`config.mk`:
```
export PLATFORM = sky130hd
export DESIGN_NAME = apb_master_ctrl
export DESIGN_NICKNAME = d
export VERILOG_FILES = /design/src/rtl/apb_master_ctrl.sv
export SDC_FILE = /design/constraint.sdc
export NUM_CORES = 1
export LEC_CHECK = 0
export ABC_CLOCK_PERIOD_IN_PS = 2300
export BUFFER_PORTS_ARGS = -buffer_cell sky130_fd_sc_hd__buf_2
export CAP_MARGIN = 20
export CELL_PAD_IN_SITES_DETAIL_PLACEMENT = 0
export CELL_PAD_IN_SITES_GLOBAL_PLACEMENT = 2
export CORE_MARGIN = 1
export CORE_UTILIZATION = 29
export CTS_CLUSTER_DIAMETER = 40
export DETAILED_ROUTE_END_ITERATION = 10
export PLACE_DENSITY = 0.78
export SYNTH_ARGS = -nofsm -noshare
export SYNTH_HDL_FRONTEND = slang
export SYNTH_SLANG_ARGS = --single-unit
```
`constraint.sdc`:
```
create_clock -name pclk -period 2.3 [get_ports pclk]
set_input_delay 0 -clock pclk [delete_from_list [all_inputs] [get_ports pclk]]
set_output_delay 0 -clock pclk [all_outputs]
set_load 0.05 [all_outputs]
```
`src/rtl/apb_master_ctrl.sv`:
```
// APB requester: turns a single-outstanding command/response handshake into
// APB SETUP/ACCESS transfers, with a watchdog that aborts a transfer when
// pready never arrives.
module apb_master_ctrl #(
  parameter int ADDR_W  = 8,
  parameter int DATA_W  = 8,
  parameter int TIMEOUT = 16,
  parameter int TO_W    = 5
) (
  input  logic              pclk,
  input  logic              presetn,
  // command side
  input  logic              cmd_valid,
  output logic              cmd_ready,
  input  logic              cmd_write,
  input  logic [ADDR_W-1:0] cmd_addr,
  input  logic [DATA_W-1:0] cmd_wdata,
  // response side
  output logic              rsp_valid,
  output logic [DATA_W-1:0] rsp_rdata,
  output logic              rsp_err,
  output logic              rsp_timeout,
  // APB requester side
  output logic              psel,
  output logic              penable,
  output logic              pwrite,
  output logic [ADDR_W-1:0] paddr,
  output logic [DATA_W-1:0] pwdata,
  input  logic [DATA_W-1:0] prdata,
  input  logic              pready,
  input  logic              pslverr
);

  typedef enum logic [1:0] {
    ST_IDLE   = 2'd0,
    ST_SETUP  = 2'd1,
    ST_ACCESS = 2'd2
  } state_e;

  // The watchdog fires when the counter has already seen TIMEOUT-1 waits and
  // this ACCESS edge still has no pready; TIMEOUT = 0 turns it off entirely.
  localparam bit              WDOG_EN   = (TIMEOUT != 0);
  localparam logic [TO_W-1:0] WDOG_LAST = TO_W'((TIMEOUT > 0) ? (TIMEOUT - 1) : 0);
  localparam logic [TO_W-1:0] WDOG_MAX  = {TO_W{1'b1}};
  localparam logic [TO_W-1:0] WDOG_ONE  = {{(TO_W-1){1'b0}}, 1'b1};

  state_e              state_q,       state_d;
  logic                psel_q,        psel_d;
  logic                penable_q,     penable_d;
  logic                pwrite_q,      pwrite_d;
  logic [ADDR_W-1:0]   paddr_q,       paddr_d;
  logic [DATA_W-1:0]   pwdata_q,      pwdata_d;
  logic                rsp_valid_q,   rsp_valid_d;
  logic [DATA_W-1:0]   rsp_rdata_q,   rsp_rdata_d;
  logic                rsp_err_q,     rsp_err_d;
  logic                rsp_timeout_q, rsp_timeout_d;
  logic [TO_W-1:0]     wdog_q,        wdog_d;
  logic                wdog_expire_s;

  // Expiry decode from the current watchdog count.
  always_comb begin
    wdog_expire_s = WDOG_EN && (wdog_q == WDOG_LAST);
  end

  // Next-state and next-output logic for the transfer sequencer.
  always_comb begin
    state_d       = state_q;
    psel_d        = psel_q;
    penable_d     = penable_q;
    pwrite_d      = pwrite_q;
    paddr_d       = paddr_q;
    pwdata_d      = pwdata_q;
    rsp_valid_d   = 1'b0;
    rsp_rdata_d   = rsp_rdata_q;
    rsp_err_d     = rsp_err_q;
    rsp_timeout_d = rsp_timeout_q;
    wdog_d        = wdog_q;

    case (state_q)
      ST_IDLE: begin
        if (cmd_valid) begin
          paddr_d   = cmd_addr;
          pwrite_d  = cmd_write;
          // reads park pwdata at zero so the bus does not toggle for nothing
          pwdata_d  = cmd_write ? cmd_wdata : {DATA_W{1'b0}};
          psel_d    = 1'b1;
          penable_d = 1'b0;
          state_d   = ST_SETUP;
        end else begin
          state_d   = ST_IDLE;
        end
      end

      ST_SETUP: begin
        penable_d = 1'b1;
        wdog_d    = {TO_W{1'b0}};
        state_d   = ST_ACCESS;
      end

      ST_ACCESS: begin
        if (pready) begin
          // pready wins over a same-edge watchdog expiry
          psel_d        = 1'b0;
          penable_d     = 1'b0;
          rsp_valid_d   = 1'b1;
          rsp_err_d     = pslverr;
          rsp_timeout_d = 1'b0;
          rsp_rdata_d   = pwrite_q ? {DATA_W{1'b0}} : prdata;
          state_d       = ST_IDLE;
        end else if (wdog_expire_s) begin
          psel_d        = 1'b0;
          penable_d     = 1'b0;
          rsp_valid_d   = 1'b1;
          rsp_err_d     = 1'b1;
          rsp_timeout_d = 1'b1;
          rsp_rdata_d   = {DATA_W{1'b0}};
          state_d       = ST_IDLE;
        end else begin
          if (wdog_q != WDOG_MAX) begin
            wdog_d = wdog_q + WDOG_ONE;
          end else begin
            wdog_d = wdog_q;
          end
        end
      end

      default: begin
        psel_d    = 1'b0;
        penable_d = 1'b0;
        state_d   = ST_IDLE;
      end
    endcase
  end

  // State and registered-output flops; reset releases the bus at once.
  always_ff @(posedge pclk or negedge presetn) begin
    if (!presetn) begin
      state_q       <= ST_IDLE;
      psel_q        <= 1'b0;
      penable_q     <= 1'b0;
      pwrite_q      <= 1'b0;
      paddr_q       <= {ADDR_W{1'b0}};
      pwdata_q      <= {DATA_W{1'b0}};
      rsp_valid_q   <= 1'b0;
      rsp_rdata_q   <= {DATA_W{1'b0}};
      rsp_err_q     <= 1'b0;
      rsp_timeout_q <= 1'b0;
      wdog_q        <= {TO_W{1'b0}};
    end else begin
      state_q       <= state_d;
      psel_q        <= psel_d;
      penable_q     <= penable_d;
      pwrite_q      <= pwrite_d;
      paddr_q       <= paddr_d;
      pwdata_q      <= pwdata_d;
      rsp_valid_q   <= rsp_valid_d;
      rsp_rdata_q   <= rsp_rdata_d;
      rsp_err_q     <= rsp_err_d;
      rsp_timeout_q <= rsp_timeout_d;
      wdog_q        <= wdog_d;
    end
  end

  // Output mapping; cmd_ready is a pure decode of the IDLE state.
  always_comb begin
    cmd_ready   = (state_q == ST_IDLE);
    psel        = psel_q;
    penable     = penable_q;
    pwrite      = pwrite_q;
    paddr       = paddr_q;
    pwdata      = pwdata_q;
    rsp_valid   = rsp_valid_q;
    rsp_rdata   = rsp_rdata_q;
    rsp_err     = rsp_err_q;
    rsp_timeout = rsp_timeout_q;
  end

endmodule

```
==> run_results.csv <==
group,metric,value,unit
run_status,status,"complete, no violations",
setup_path,crit_fanout,6,
pwr,swShare,0.498,
timing,maxSlewHeadroom,0.450,
timing,fmax,0.465,GHz
logic_synthesis,ys_seq_area_frac,0.608,
clock_tree,clkTransAtPathRegs,0.07,ns
logic_synthesis,synth_edf_count,0,
die,die_w,74.5,um
clock_tree,clock_latency,0.28,ns
cells_and_area,seq_area,926,sq um
placed_design,placed_area,1890,sq um
setup_path,arrival,2.34,ns
route,ant_nets,0,
route,post_drt_wl_per_cell,12.1,um
clock_tree,htreeDepth,2,
clock_tree,cts_hold_buffers,27,
logic_synthesis,synth_top_area_frac,0.608,
logic_synthesis,synthTopCellsByCount,"37 x dfrtp_1, 18 x nand2_1, 11 x o21ai_0",
global_route,grt_max_degree,38,
worst_hold_path,hp-class,"input port to flip-flop",
pwr,p_int,0.00163,W
clock_tree,cts_setup_buffers,0,
clock_tree,cts.path.max_buffers,2,
placed_design,gp_congestion,0.864,
cells_and_area,drive_above_1_share,0.361,
timing,finalSetupViolCount,0,
global_route,grt_util_all_layers,0.135,
logic_synthesis,ys_types,33,
logic_synthesis,avgSynthCellArea,11.8,sq um
setup_path,cpMaxStageDelayCell,"or4b_4",
die,die_h,74.5,um
cells_and_area,finalInstanceArea,2250,sq um
cells_and_area,multi_input_area,546,sq um
logic_synthesis,synthArstFlopShare,1.00,
die,die_area,5540,sq um
timing,finalClockSkew,0.00275,ns
route,num_vias,1280,
placed_design,hpwl,2.46,mm
die,num_rows,26,
pwr,power_frac_seq,0.332,
logic_synthesis,ys.flop_type,"dfrtp_1",
cells_and_area,areaGrowthSynthToFinish,47.7,%
route,drc,0,
flow_run,max_cap_violations,0,
global_route,grt_pass1_vias,1253,
timing,grt_setup_unrepaired,"false",
logic_synthesis,synth_cells,129,
clock_tree,cts_resized,0,
pwr,p_sw,0.00162,W
setup_path,crit_path_end_kind,"flip-flop",
logic_synthesis,ys_ff_latch,37,
setup_path,critical_path.cell_chain,"ha_1 > and3_1 > ha_1 > or4b_4 > or2_4 > o31ai_1",
timing,fin_crit_sh,0.935,
logic_synthesis,synth_top_area_cell,"dfrtp_1",
global_route,grt_antenna_before_repair,0,
placed_design,io_buffers,60,
timing,finalSetupTns,0,ns
setup_path,cp_common_cell,"ha_1",
route,wl,3.49,mm
route,first_pass_iters,4,
timing,drv_slew,0,
route,viasPerCell,4.43,
cells_and_area,fillers,506,
die,ios,61,
timing,worst_pin_slew,0.825,ns
pwr,powerDensity,1450,nW/um^2
setup_path,path_class,"flip-flop to flip-flop",
timing,hold_viol,0,
clock_tree,clock_sinks,37,
clock_tree,cts_buffers,5,
die,start_util,0.300,
cells_and_area,n_antenna_cell,0,
timing,layout_min_cycle_time,2.15,ns
logic_synthesis,yosys-top-cells-area,"dfrtp_1 61%, mux2_2 6.7%, a22o_1 4.6%",
setup_path,critPathLaunchType,"flip-flop",
global_route,grt_overflow,0,
pwr,p_leak,1.13,nW
setup_path,cpPeakStageDelay,0.54,ns
pwr,irDropWorstVdd,0.745,mV
logic_synthesis,synth_warnings,0,
logic_synthesis,syn_area,1520,sq um
logic_synthesis,synth_nets,162,
clock_tree,cts_tree,"built",
pwr,p_clk_frac,0.137,
setup_path,cp_data_required_time,2.49,ns
clock_tree,root_buffer,"clkbuf_8",
global_route,grt_pass1_wl,5.65,mm
route,drtIter0Drc,62,
pwr,combPwrFrac,0.531,
die,core_area,5070,sq um
cells_and_area,layout.nets,252,
logic_synthesis,yosysMostFrequentCell,"dfrtp_1",
## cells in the final DEF, fill, tap and decap left out, types with 2 or more instances in the layout
| cell type | n |
|---|---|
| buf_2 | 60 |
| dfrtp_1 | 37 |
| dlygate4sd3_1 | 27 |
| nand2_1 | 18 |
| o21ai_0 | 11 |
| mux2_2 | 9 |
| a22o_1 | 8 |
| inv_1 | 7 |
| clkbuf_8 | 6 |
| a21oi_1 | 5 |
| nor2_1 | 3 |
| ha_1 | 3 |
| nand3_1 | 2 |
| o22ai_1 | 2 |
| nor2b_1 | 2 |
## cell families after synthesis
logic type               count (synthesis)  share of synthesized area
XOR/XNOR                                 1                    0.00575
flip-flops                              37                      0.608
buffers and inverters                   12                     0.0337
AND/OR/NAND/NOR                         33                      0.111
multiplexers                            10                     0.0731
AO/OA/AOI/OAI                           33                      0.144
adder cells (fa/ha/maj)                  3                     0.0247
## worst paths after layout
check | to | slack (ns) | depth (start not counted) | startpoint
setup / recovery | wdog_q[4] | 0.15 | 6 | wdog_q[0]
hold / removal | penable | 0.04 | 3 | cmd_valid
setup reg to reg | wdog_q[4] | 0.15 | 6 | wdog_q[0]
hold reg to reg | pwdata[2] | 0.49 | 2 | pwdata[2]
max in group asynchronous | rsp_rdata[3] | 1.41 | 2 | presetn
min in group asynchronous | wdog_q[4] | 0.36 | 2 | presetn
## per-layer routing
| layer | part of all wire | routed length (um) | track usage |
|---|---|---|---|
| met1 | 0.45 | 1590 | 0.167 |
| met2 | 0.48 | 1680 | 0.224 |
| met3 | 0.052 | 182 | 0.0447 |
| met4 | 0.011 | 38 | 0.0419 |
| met5 | 0 | 0 | 0 |
## flip-flops by register name, indices dropped and copies added (netlist names)
| register | cells |
|---|---|
| rsp_valid | 1 |
| pwrite | 1 |
| rsp_rdata | 8 |
| paddr | 8 |
| rsp_timeout | 1 |
| wdog_q | 5 |
| pwdata | 8 |
| psel | 1 |
| penable | 1 |
| rsp_err | 1 |
| state_q | 2 |
## power groups by stage
stage	sequential [W]	clock [W]	combinational (W)
global route	0.00112	0.000492	0.00182
detailed placement	0.00109	0	0.00170
floorplan	0.00192	0	0.000466
global placement	0.00107	0	0.00168
finish	0.00108	0.000445	0.00173
CTS	0.00108	0.000464	0.00174
## final cells by class
| class | instances | share of cell area |
|---|---|---|
| repair buffers | 88 | 0.257 |
| multi-input cells | 80 | 0.242 |
| clock buffers | 7 | 0.0384 |
| well taps | 70 | 0.0389 |
| flip-flops and latches | 37 | 0.412 |
| inverters | 7 | 0.0117 |
## worst max-delay path, delay by kind of cell, from the launching register on
family                     cells  cell delay, ns
adders and majority gates      2            0.47
and+or+nand+nor                3            1.00
DFF                            1            0.41
AOI/OAI and AO/OA              1            0.18
## through the flow
| step | instances | hold WS (ns) | power (W) | utilization | setup WS [ns] |
|---|---|---|---|---|---|
| after global routing | 289 | 0.0449 | 0.00343 | 0.443 | 0.0462 |
| after global placement | 255 | 0.143 | 0.00276 | 0.373 | 0.208 |
| after detailed placement | 255 | 0.157 | 0.00279 | 0.373 | 0.155 |
| after CTS | 289 | 0.0276 | 0.00329 | 0.443 | 0.141 |
| after floorplan | 129 | -0.296 | 0.00239 | - | 0.272 |
| final | 289 | 0.0406 | 0.00325 | 0.443 | 0.149 |
No activity file was read; power rests on OpenSTA's default activity.
